==> config.mk <==
export PLATFORM = sky130hd
export DESIGN_NAME = selector_arbiter
export DESIGN_NICKNAME = d
export VERILOG_FILES = /design/src/rtl/selector_arb_pkg.sv /design/src/rtl/selector_arbiter_rr_pick4.sv /design/src/rtl/selector_arbiter.sv
export SDC_FILE = /design/constraint.sdc
export NUM_CORES = 1
export LEC_CHECK = 0
export CAP_MARGIN = 10
export CORE_UTILIZATION = 64
export CTS_CLUSTER_SIZE = 8
export DETAILED_ROUTE_END_ITERATION = 10
export DONT_BUFFER_PORTS = 1
export MAX_ROUTING_LAYER = met4
export PLACE_DENSITY = 0.8
export SKIP_LAST_GASP = 1
export SYNTH_ARGS = -nofsm -noshare
export SYNTH_HDL_FRONTEND = slang
export SYNTH_HIERARCHICAL = 1
export SYNTH_SLANG_ARGS = --single-unit
==> constraint.sdc <==
create_clock -name clk -period 3 [get_ports clk]
set_input_delay 0.6 -clock clk [delete_from_list [all_inputs] [get_ports clk]]
set_output_delay 0.6 -clock clk [all_outputs]
set_load 0.01 [all_outputs]
==> src/rtl/selector_arb_pkg.sv <==
// Shared definitions for the 4:1 selector arbiter: state encodings, counter width
// and a one-hot helper.
package selector_arb_pkg;

    typedef enum logic [1:0] {
        IDLE  = 2'd0,
        GRANT = 2'd1,
        GAP   = 2'd2
    } arb_state_t;

    localparam int CNT_W = 8;

    function automatic logic [3:0] onehot4(input logic [1:0] idx);
        onehot4 = 4'b0001 << idx;
    endfunction

endpackage

==> src/rtl/selector_arbiter_rr_pick4.sv <==
// Combinational round-robin picker: searches ptr+1, ptr+2, ptr+3, ptr (mod 4),
// first asserted request wins.
module rr_pick4 (
    input  logic [3:0] req,
    input  logic [1:0] ptr,
    output logic       valid,
    output logic [1:0] winner
);

    logic [1:0] idx;

    always_comb begin
        valid  = 1'b0;
        winner = ptr;
        idx    = ptr;
        for (int i = 1; i < 5; i++) begin
            idx = ptr + 2'(i);
            if (!valid && req[idx]) begin
                valid  = 1'b1;
                winner = idx;
            end
        end
    end

endmodule

==> src/rtl/selector_arbiter.sv <==
// Round-robin owner arbiter for a shared 4:1 selector path with hold-time preemption
// and a one-cycle break-before-make gap between owners.
//
//   state | meaning
//   IDLE  | no owner, path disabled
//   GRANT | ptr owns the path, en low, hold counter running
//   GAP   | one-cycle break between owners, path disabled, sel held
import selector_arb_pkg::*;

module selector_arbiter #(
    parameter int HOLD_MAX = 8
) (
    input  logic clk,
    input  logic rst,
    input  logic req_0,
    input  logic req_1,
    input  logic req_2,
    input  logic req_3,
    output logic sel_1,
    output logic sel_0,
    output logic en,
    output logic gnt_0,
    output logic gnt_1,
    output logic gnt_2,
    output logic gnt_3,
    output logic busy
);

    localparam logic [CNT_W-1:0] HOLD_LIM = CNT_W'(HOLD_MAX);

    arb_state_t       state_q, state_d;
    logic [1:0]       ptr_q, ptr_d;
    logic [CNT_W-1:0] cnt_q, cnt_d;
    logic [1:0]       sel_q, sel_d;
    logic [3:0]       gnt_q, gnt_d;
    logic             en_q, en_d;
    logic             busy_q, busy_d;

    logic [3:0] req_v;
    logic       pick_valid;
    logic [1:0] pick_winner;
    logic       others_req;

    assign req_v      = {req_3, req_2, req_1, req_0};
    assign others_req = |(req_v & ~onehot4(ptr_q));

    rr_pick4 u_pick (
        .req    (req_v),
        .ptr    (ptr_q),
        .valid  (pick_valid),
        .winner (pick_winner)
    );

    always_ff @(posedge clk or posedge rst) begin
        if (rst) begin
            state_q <= IDLE;
            ptr_q   <= 2'd3;
            cnt_q   <= '0;
            sel_q   <= 2'd0;
            gnt_q   <= 4'b0000;
            en_q    <= 1'b1;
            busy_q  <= 1'b0;
        end else begin
            state_q <= state_d;
            ptr_q   <= ptr_d;
            cnt_q   <= cnt_d;
            sel_q   <= sel_d;
            gnt_q   <= gnt_d;
            en_q    <= en_d;
            busy_q  <= busy_d;
        end
    end

    always_comb begin
        state_d = state_q;
        ptr_d   = ptr_q;
        cnt_d   = cnt_q;
        sel_d   = sel_q;
        case (state_q)
            IDLE, GAP: begin
                cnt_d = '0;
                if (pick_valid) begin
                    state_d = GRANT;
                    ptr_d   = pick_winner;
                    sel_d   = pick_winner;
                    cnt_d   = CNT_W'(1);
                end else begin
                    state_d = IDLE;
                end
            end
            GRANT: begin
                if (!req_v[ptr_q]) begin
                    state_d = GAP;
                end else if (cnt_q < HOLD_LIM) begin
                    cnt_d = cnt_q + CNT_W'(1);
                end else if (others_req) begin
                    state_d = GAP;
                end
            end
            default: begin
                state_d = IDLE;
            end
        endcase

        // Outputs are registered from the next state so they track it with no extra cycle.
        en_d   = (state_d != GRANT);
        gnt_d  = (state_d == GRANT) ? onehot4(ptr_d) : 4'b0000;
        busy_d = (state_d != IDLE);
    end

    assign sel_1 = sel_q[1];
    assign sel_0 = sel_q[0];
    assign en    = en_q;
    assign gnt_0 = gnt_q[0];
    assign gnt_1 = gnt_q[1];
    assign gnt_2 = gnt_q[2];
    assign gnt_3 = gnt_q[3];
    assign busy  = busy_q;

endmodule

==> summary.md, run 1 <==
| Metric | Value |
|---|---|
| Placed cell areas | 936 um^2 |
| Lkg Pwr | ~0.45 nW |
| Total Routing Usage GR | 22.3% |
| Largest net degree at the start of global routing | 21 |
| Post-synthesis mux area share | 12.3% |
| IO Count | 14 |
| Final slew viol count | 0 |
| Max Clock Skew | roughly 0.007 ns |
| Finished layout cell area | 988 um^2 |
| Slew @ Worst Pin | 0.710 ns |
| Level count of the clock H-tree | 1 |
| Startpoint types | flip-flop |
| Grt ovf | 0 |
| Synth Instances | 81 |
| CTS Buf Count | 3 |
| Setup TNS | 0 ns |
| Reg2reg start | cnt_q[5] |
| Slowest CP cell | or4b_1 |
| Via count | 586 |
| Postcts setup bufs | 0 |
| Adder-Cell Fraction of Synth Area | 1.35% |
| Unrepaired setup endpoints after global routing | false |
| Post-route minimum period | 2.11 ns |
| Max Buffers Root-to-Sink | 2 |
| Register area | 504 um^2 |
| Starting density of the core | 70.3% |
| Total Wirelength | 1440 um |
| Average size of a mapped cell | 11.4 um^2 |
| Post-synthesis compound-gate area fraction | 11.1% |
| CTS tree | yes |
| CP Cell Sequence | or4_4 -> or4b_1 -> or3_1 -> a21oi_1 |
| Placer Congestion | slightly above 0.7 |
| WP buf/inv | 0 |
| Fmax | ~470 MHz |
| Antenna Diode Count | 0 |
| CP Class | reg -> reg |
| Nets | just over 90 |
| PwrDens | between 1000 and 1500 nW/um^2 |
| Sequential share of the synthesized area | between 50% and 60% |
| Fill cells | 90 |
| Vias in the first global route | 545 |
| Final design utilization | between 70% and 80% |
| DRT iter0 DRCs | 11 |
| Number of hold violations in the final report | 0 |
| R2r setup slk | roughly 0.89 ns |
| DP HPWL | 1000 um |
| Simple-gate share of the synthesized area | 16.1% |
| Min-delay worst type | in -> async |
| CP max stage delay | about 0.62 ns |
| Rows | 13 |
| Slew margin rel. | 52.6% |
| Commonest non-fill, non-tap cell in the layout | dfrtp_1 |
| Crit Path Max Fanout | 5 |
| Initial antenna violation count | 0 |
| Share of layout cells above drive strength 1 | 19.3% |
| CTS Root Cell | clkbuf_4 |
| Worst skew pair latency | 0.30 ns |
| CORE AREA | 1320 um^2 |
| Mapped cell area | 926 um^2 |
| Die area | 1600 um^2 |
| Endpoints failing setup | 0 |
| Antenna-violating nets left | 0 |
| Post-route DRC | 0 |
| DR vias/cell | about 6 |
| Routed wire length per instance | between 10 and 15 um |
| Maxcap violations | 0 |
| Die Y | around 40 um |
| CTS resizes | 0 |
| Mapped Nets | 88 |
| TritonRoute pass-1 iters | 4 |
| Critical Path Sink Type | flip-flop |
| Xor and xnor area share after synthesis | 0.946% |
| CTS hold repair buffers | 0 |
| Reg2Reg Depth | 4 |
| Reg clk slew, reported paths | about 0.12 ns |
| Area Overhead vs Synth | 6.76% |
| Netlist cell types | 33 |
| Critical Path RT | about 3.2 ns |
| Status | complete, no violations |
| Crit path DAT | approximately 2.3 ns |
| Largest family of logic cells by synthesized area | simple AND/OR/NAND/NOR gates |
| Yosys reg bits | 20 |
| Yosys warns | 6 |
| Cell family with most CP delay | simple AND/OR/NAND/NOR gates |
| Commonest non-fill, non-tap cells in the layout | dfrtp_1 (17), inv_1 (7), mux2_2 (6), a21oi_1 (6) |
| First-pass GRT wire length | 2260 um |
| RR Endpoint | cnt_q[2] |
| Die X | 40.0 um |
| CTS Sinks | 20 |
| Fraction of the cycle the final worst path needs | 70.3% |
| Port bufs | 0 |
| Multi-input gate area | 387 um^2 |
| Peak VDD IR | between 0.6 and 0.7 mV |
==> logic make-up after synthesis <==
kind of cell               Yosys count
AOI/OAI and AO/OA                   17
xor gates and xnor gates             1
adders and majority gates            1
buffers and inverters                9
DFF                                 20
muxes                                9
and+or+nand+nor                     24
==> synth_stat cells <==
master,instances,area (um^2)
or4_1,1,7.51
a21oi_1,6,30.0
a221o_1,1,10.0
or3_1,1,6.26
and2_1,4,25.0
nor2b_1,1,6.26
ha_1,1,12.5
nand3_1,1,5.00
or4b_1,1,10.0
or3b_2,1,8.76
a31oi_1,1,6.26
a211oi_1,1,7.51
o2111ai_1,1,8.76
o21ai_0,4,20.0
nand2b_1,4,25.0
xor2_1,1,8.76
and2_2,1,7.51
nor3_1,1,5.00
mux2_2,6,67.6
clkbuf_1,1,3.75
dfstp_2,3,78.8
or4_4,1,11.3
o21a_1,1,7.51
mux2i_1,2,20.0
mux4_1,1,26.3
inv_1,7,26.3
nand2_1,2,7.51
nor4_1,1,6.26
o22ai_1,2,12.5
nor2_1,3,11.3
and3_1,1,6.26
dfrtp_1,17,425
clkbuf_2,1,5.00
==> how the worst max path moves through the flow <==
stage,startpoint,to,slack [ns],depth (start not counted)
global placement,req_3,gnt_q[2],0.79,5
floorplan,cnt_q[5],cnt_q[2],0.99,5
detailed placement,req_3,gnt_q[2],0.77,5
CTS,cnt_q[5],cnt_q[2],0.88,4
finish,cnt_q[5],cnt_q[2],0.89,4
global route,cnt_q[5],cnt_q[2],0.80,4
==> through the flow <==
| stage | cells | hold slack (ns) | worst slack (ns) | total power [mW] |
|---|---|---|---|---|
| after global routing | 98 | 0.346 | 0.804 | 1.08 |
| after floorplan | 81 | 0.439 | 0.988 | 0.743 |
| after global placement | 94 | 0.473 | 0.794 | 0.791 |
| after CTS | 98 | 0.306 | 0.877 | 1.02 |
| after detailed placement | 94 | 0.489 | 0.765 | 0.805 |
| final | 98 | 0.287 | 0.891 | 1.02 |
==> sequential cells by signal (all words and copies together) (netlist names) <==
signal,flops
state_q,2
gnt_q,4
sel_q,2
cnt_q,8
ptr_q,2
busy,1
en,1
==> report_power, final <==
part / internal (mW) / switching (mW) / leakage, nW
clock network: 0.135 / 0.0816 / 0.0279
registers: 0.372 / 0.101 / 0.252
logic: 0.162 / 0.165 / 0.175
==> routing by layer <==
metal  routed length [um]  track usage, %  vias to the layer above
met1                  690            28.7                      280
met5                    0               -                        -
met3                   47            6.67                        2
li1                     -               -                      292
met2                  688            33.5                       12
met4                   12            7.76                        0
==> final cells by class <==
class | instances | area share (%)
Clock buffer | 3 | 2.28
Clock inverter | 1 | 3.04
Inverter | 7 | 2.66
Multi-Input combinational cell | 52 | 39.1
Sequential cell | 20 | 51.0
Tap cell | 15 | 1.90
Power figures use the tool's default switching activity.
==> run 2, diff against run 1 <==
--- a/config.mk
+++ b/config.mk
@@ -6,12 +6,12 @@
 export NUM_CORES = 1
 export LEC_CHECK = 0
 export CAP_MARGIN = 10
-export CORE_UTILIZATION = 64
+export CORE_UTILIZATION = 59
 export CTS_CLUSTER_SIZE = 8
 export DETAILED_ROUTE_END_ITERATION = 10
 export DONT_BUFFER_PORTS = 1
 export MAX_ROUTING_LAYER = met4
-export PLACE_DENSITY = 0.8
+export PLACE_DENSITY = 0.75
 export SKIP_LAST_GASP = 1
 export SYNTH_ARGS = -nofsm -noshare
 export SYNTH_HDL_FRONTEND = slang
==> constraint.sdc (replaced) <==
create_clock -name clk -period 2.03 [get_ports clk]
set_input_delay 0.406 -clock clk [delete_from_list [all_inputs] [get_ports clk]]
set_output_delay 0.406 -clock clk [all_outputs]
set_load 0.01 [all_outputs]
==> run 2 against run 1 <==
Effect of this change:
- total power rose by 46%
- clock power increased by 3%
- worst hold slack got worse by 0.18 ns
- utilization down 2.0 points
- maximum frequency is 7.9% higher
- worst setup slack got worse by 0.82 ns
- combinational power grew 71%
- flip-flop and latch count unchanged
- register-to-register slack lost 0.82 ns
- critical path depth did not move
- clock-buffer cell count grew 1
- first-iteration DRC count is 18% lower
- largest cell class unchanged
==> summary.md, run 2 (synthesis gave the netlist of run 1 again) <==
| Metric | Value |
|---|---|
| Critical Path RT | 2.26 ns (-0.97 ns) |
| Unrepaired setup endpoints after global routing | true |
| CTS Root Cell | clkbuf_4 |
| Level count of the clock H-tree | 1 (unchanged) |
| Placer Congestion | 0.778 (+8.4%) |
| Setup TNS | 0 ns (unchanged) |
| First-pass GRT wire length | 2860 um (+27%) |
| Critical path launch point | cnt_q[5] |
| Placed Cells incl. Taps | 96 (+2.1%) |
| Reg2Reg Depth | 4 (unchanged) |
| Total Routing Usage GR | 22.6% (+0.24 points) |
| Area Overhead vs Synth | 9.05% |
| Die X | 41.6 um (+3.9%) |
| Nets | 93 (+2.2%) |
| CORE AREA | 1380 um^2 (+4.9%) |
| Grt ovf | 0 (unchanged) |
| Postcts setup bufs | 0 (unchanged) |
| Antenna-violating nets left | 0 (unchanged) |
| Commonest non-fill, non-tap cells in the layout | dfrtp_1 (17), inv_1 (7), mux2_2 (6), a21oi_1 (5) |
| Post-route DRC | 0 (unchanged) |
| Startpoint types | flip-flop |
| Max FFs per register | 8 (unchanged) |
| Starting density of the core | 67.0% (-3.3 points) |
| Max Buffers Root-to-Sink | 2 (unchanged) |
| DRT iter0 DRCs | 9 (-2) |
| Status | complete, no violations |
| Slew margin rel. | 51.1% (-1.5 points) |
| CTS tree | yes |
| Top flop regs | cnt_q (8), gnt_q (4) |
| Antenna Diode Count | 0 (unchanged) |
| Slew @ Worst Pin | 0.732 ns (+0.0224 ns) |
| CTS Sinks | 20 (unchanged) |
| Largest net degree at the start of global routing | 21 (unchanged) |
| Share of layout cells above drive strength 1 | 27.1% (+7.8 points) |
| Final total power | 1.48 mW (+46%) |
| TritonRoute pass-1 iters | 4 (unchanged) |
| Vias in the first global route | 612 (+12%) |
| Final slew viol count | 0 (unchanged) |
| DR vias/cell | 6.13 (+2.5%) |
| R2r setup slk | 0.08 ns (-0.82 ns) |
| DP HPWL | 1110 um (+11%) |
| Worst skew pair latency | 0.29 ns (about the same) |
| Reg clk slew, reported paths | 0.11 ns (about the same) |
| CP Class | reg -> reg |
| Fill cells | 93 (+3.3%) |
| CTS Buf Count | 3 (unchanged) |
| Min-delay worst type | in -> async |
| Rows | 13 (unchanged) |
| Via count | 613 (+4.6%) |
| Fmax | 512 MHz (+7.9%) |
| Total Wirelength | 1600 um (+11%) |
| Post-route non-filler standard cell count | 100 (+2.0%) |
| Max Clock Skew | 0.000419 ns (-0.00642 ns) |
| IO Count | 14 (unchanged) |
| Reg2reg start | cnt_q[5] |
| Die Y | 41.6 um (+3.9%) |
| Maxcap violations | 0 (unchanged) |
| Lkg Pwr | 0.461 nW (+1.5%) |
| Crit Path Max Fanout | 2 (-3) |
| Post-route minimum period | 1.95 ns (-0.155 ns) |
| Fraction of the cycle the final worst path needs | 96.3% (+26 points) |
| Endpoints failing setup | 0 (unchanged) |
| Number of hold violations in the final report | 0 (unchanged) |
| Die area | 1730 um^2 (+8.0%) |
| Crit path DAT | 2.19 ns (-0.15 ns) |
| Peak VDD IR | 0.871 mV (+33%) |
| Initial antenna violation count | 0 (unchanged) |
| Critical Path Sink Type | flip-flop |
| Port bufs | 0 (unchanged) |
| PwrDens | 1470 nW/um^2 (+43%) |
| Routed wire length per instance | 16.0 um (+8.9%) |
| Largest Register | cnt_q |
| RR Endpoint | cnt_q[2] |
| Commonest non-fill, non-tap cell in the layout | dfrtp_1 |
[run 2: what timing repair did]
item                                    in CTS  in global routing
resized for setup                            2                  5
endpoints found under the setup margin       1                  3
pin swaps                                    0                  2
hold buffers                                 0                  0
[run 2: power by group]
part	switching, mW	leakage [nW]	internal, mW
logic	0.269	0.188	0.289
clock network	0.115	0.0210	0.109
registers	0.151	0.252	0.550
total	0.535	0.461	0.948
[run 2: critical path, cell delays in order (launching register included)]
cell and delay, ns:
dfrtp_1 0.40, or4_4 0.54, or4b_4 0.50, or3_4 0.34, a21oi_2 0.12
[run 2: layout make-up]
class / instances / area (um^2) / share of cell area [%]
clock buffers: 4 / 36.3 / 3.59
inverters: 7 / 26.3 / 2.60
well taps: 15 / 18.8 / 1.86
multi-input cells: 52 / 409 / 40.5
flip-flops and latches: 20 / 504 / 49.9
repair buffers: 2 / 15.0 / 1.49
[run 2: stage by stage]
| stage | setup slack, ns | area (um^2) | hold slack (ns) | utilization, % |
|---|---|---|---|---|
| floorplan | 0.0178 | 926 | 0.368 | - |
| global placement | 0.0603 | 951 | 0.444 | 68.8 |
| detailed placement | 0.0237 | 951 | 0.449 | 68.8 |
| CTS | 0.0187 | 991 | 0.120 | 71.7 |
| global route | -0.00118 | 1010 | 0.163 | 73.0 |
| finish | 0.0754 | 1010 | 0.112 | 73.0 |
[run 2: worst max-delay path by stage]
stage	end	slack (ns)	depth (start not counted)
2_1_floorplan	cnt_q[2]	0.02	5
3_3_place_gp	cnt_q[0]	0.06	5
3_5_place_dp	cnt_q[2]	0.02	5
4_1_cts	cnt_q[2]	0.02	4
5_1_grt	cnt_q[2]	-0.001	4
6_report	cnt_q[2]	0.08	4
[run 2: metal layers]
metal / global-route usage (%) / vias up / routed length [um]
met4: 7.74 / 0 / 14
met1: 26.2 / 297 / 703
met2: 38.4 / 16 / 813
met5: - / - / 0
met3: 5.22 / 2 / 66
li1: - / 298 / -
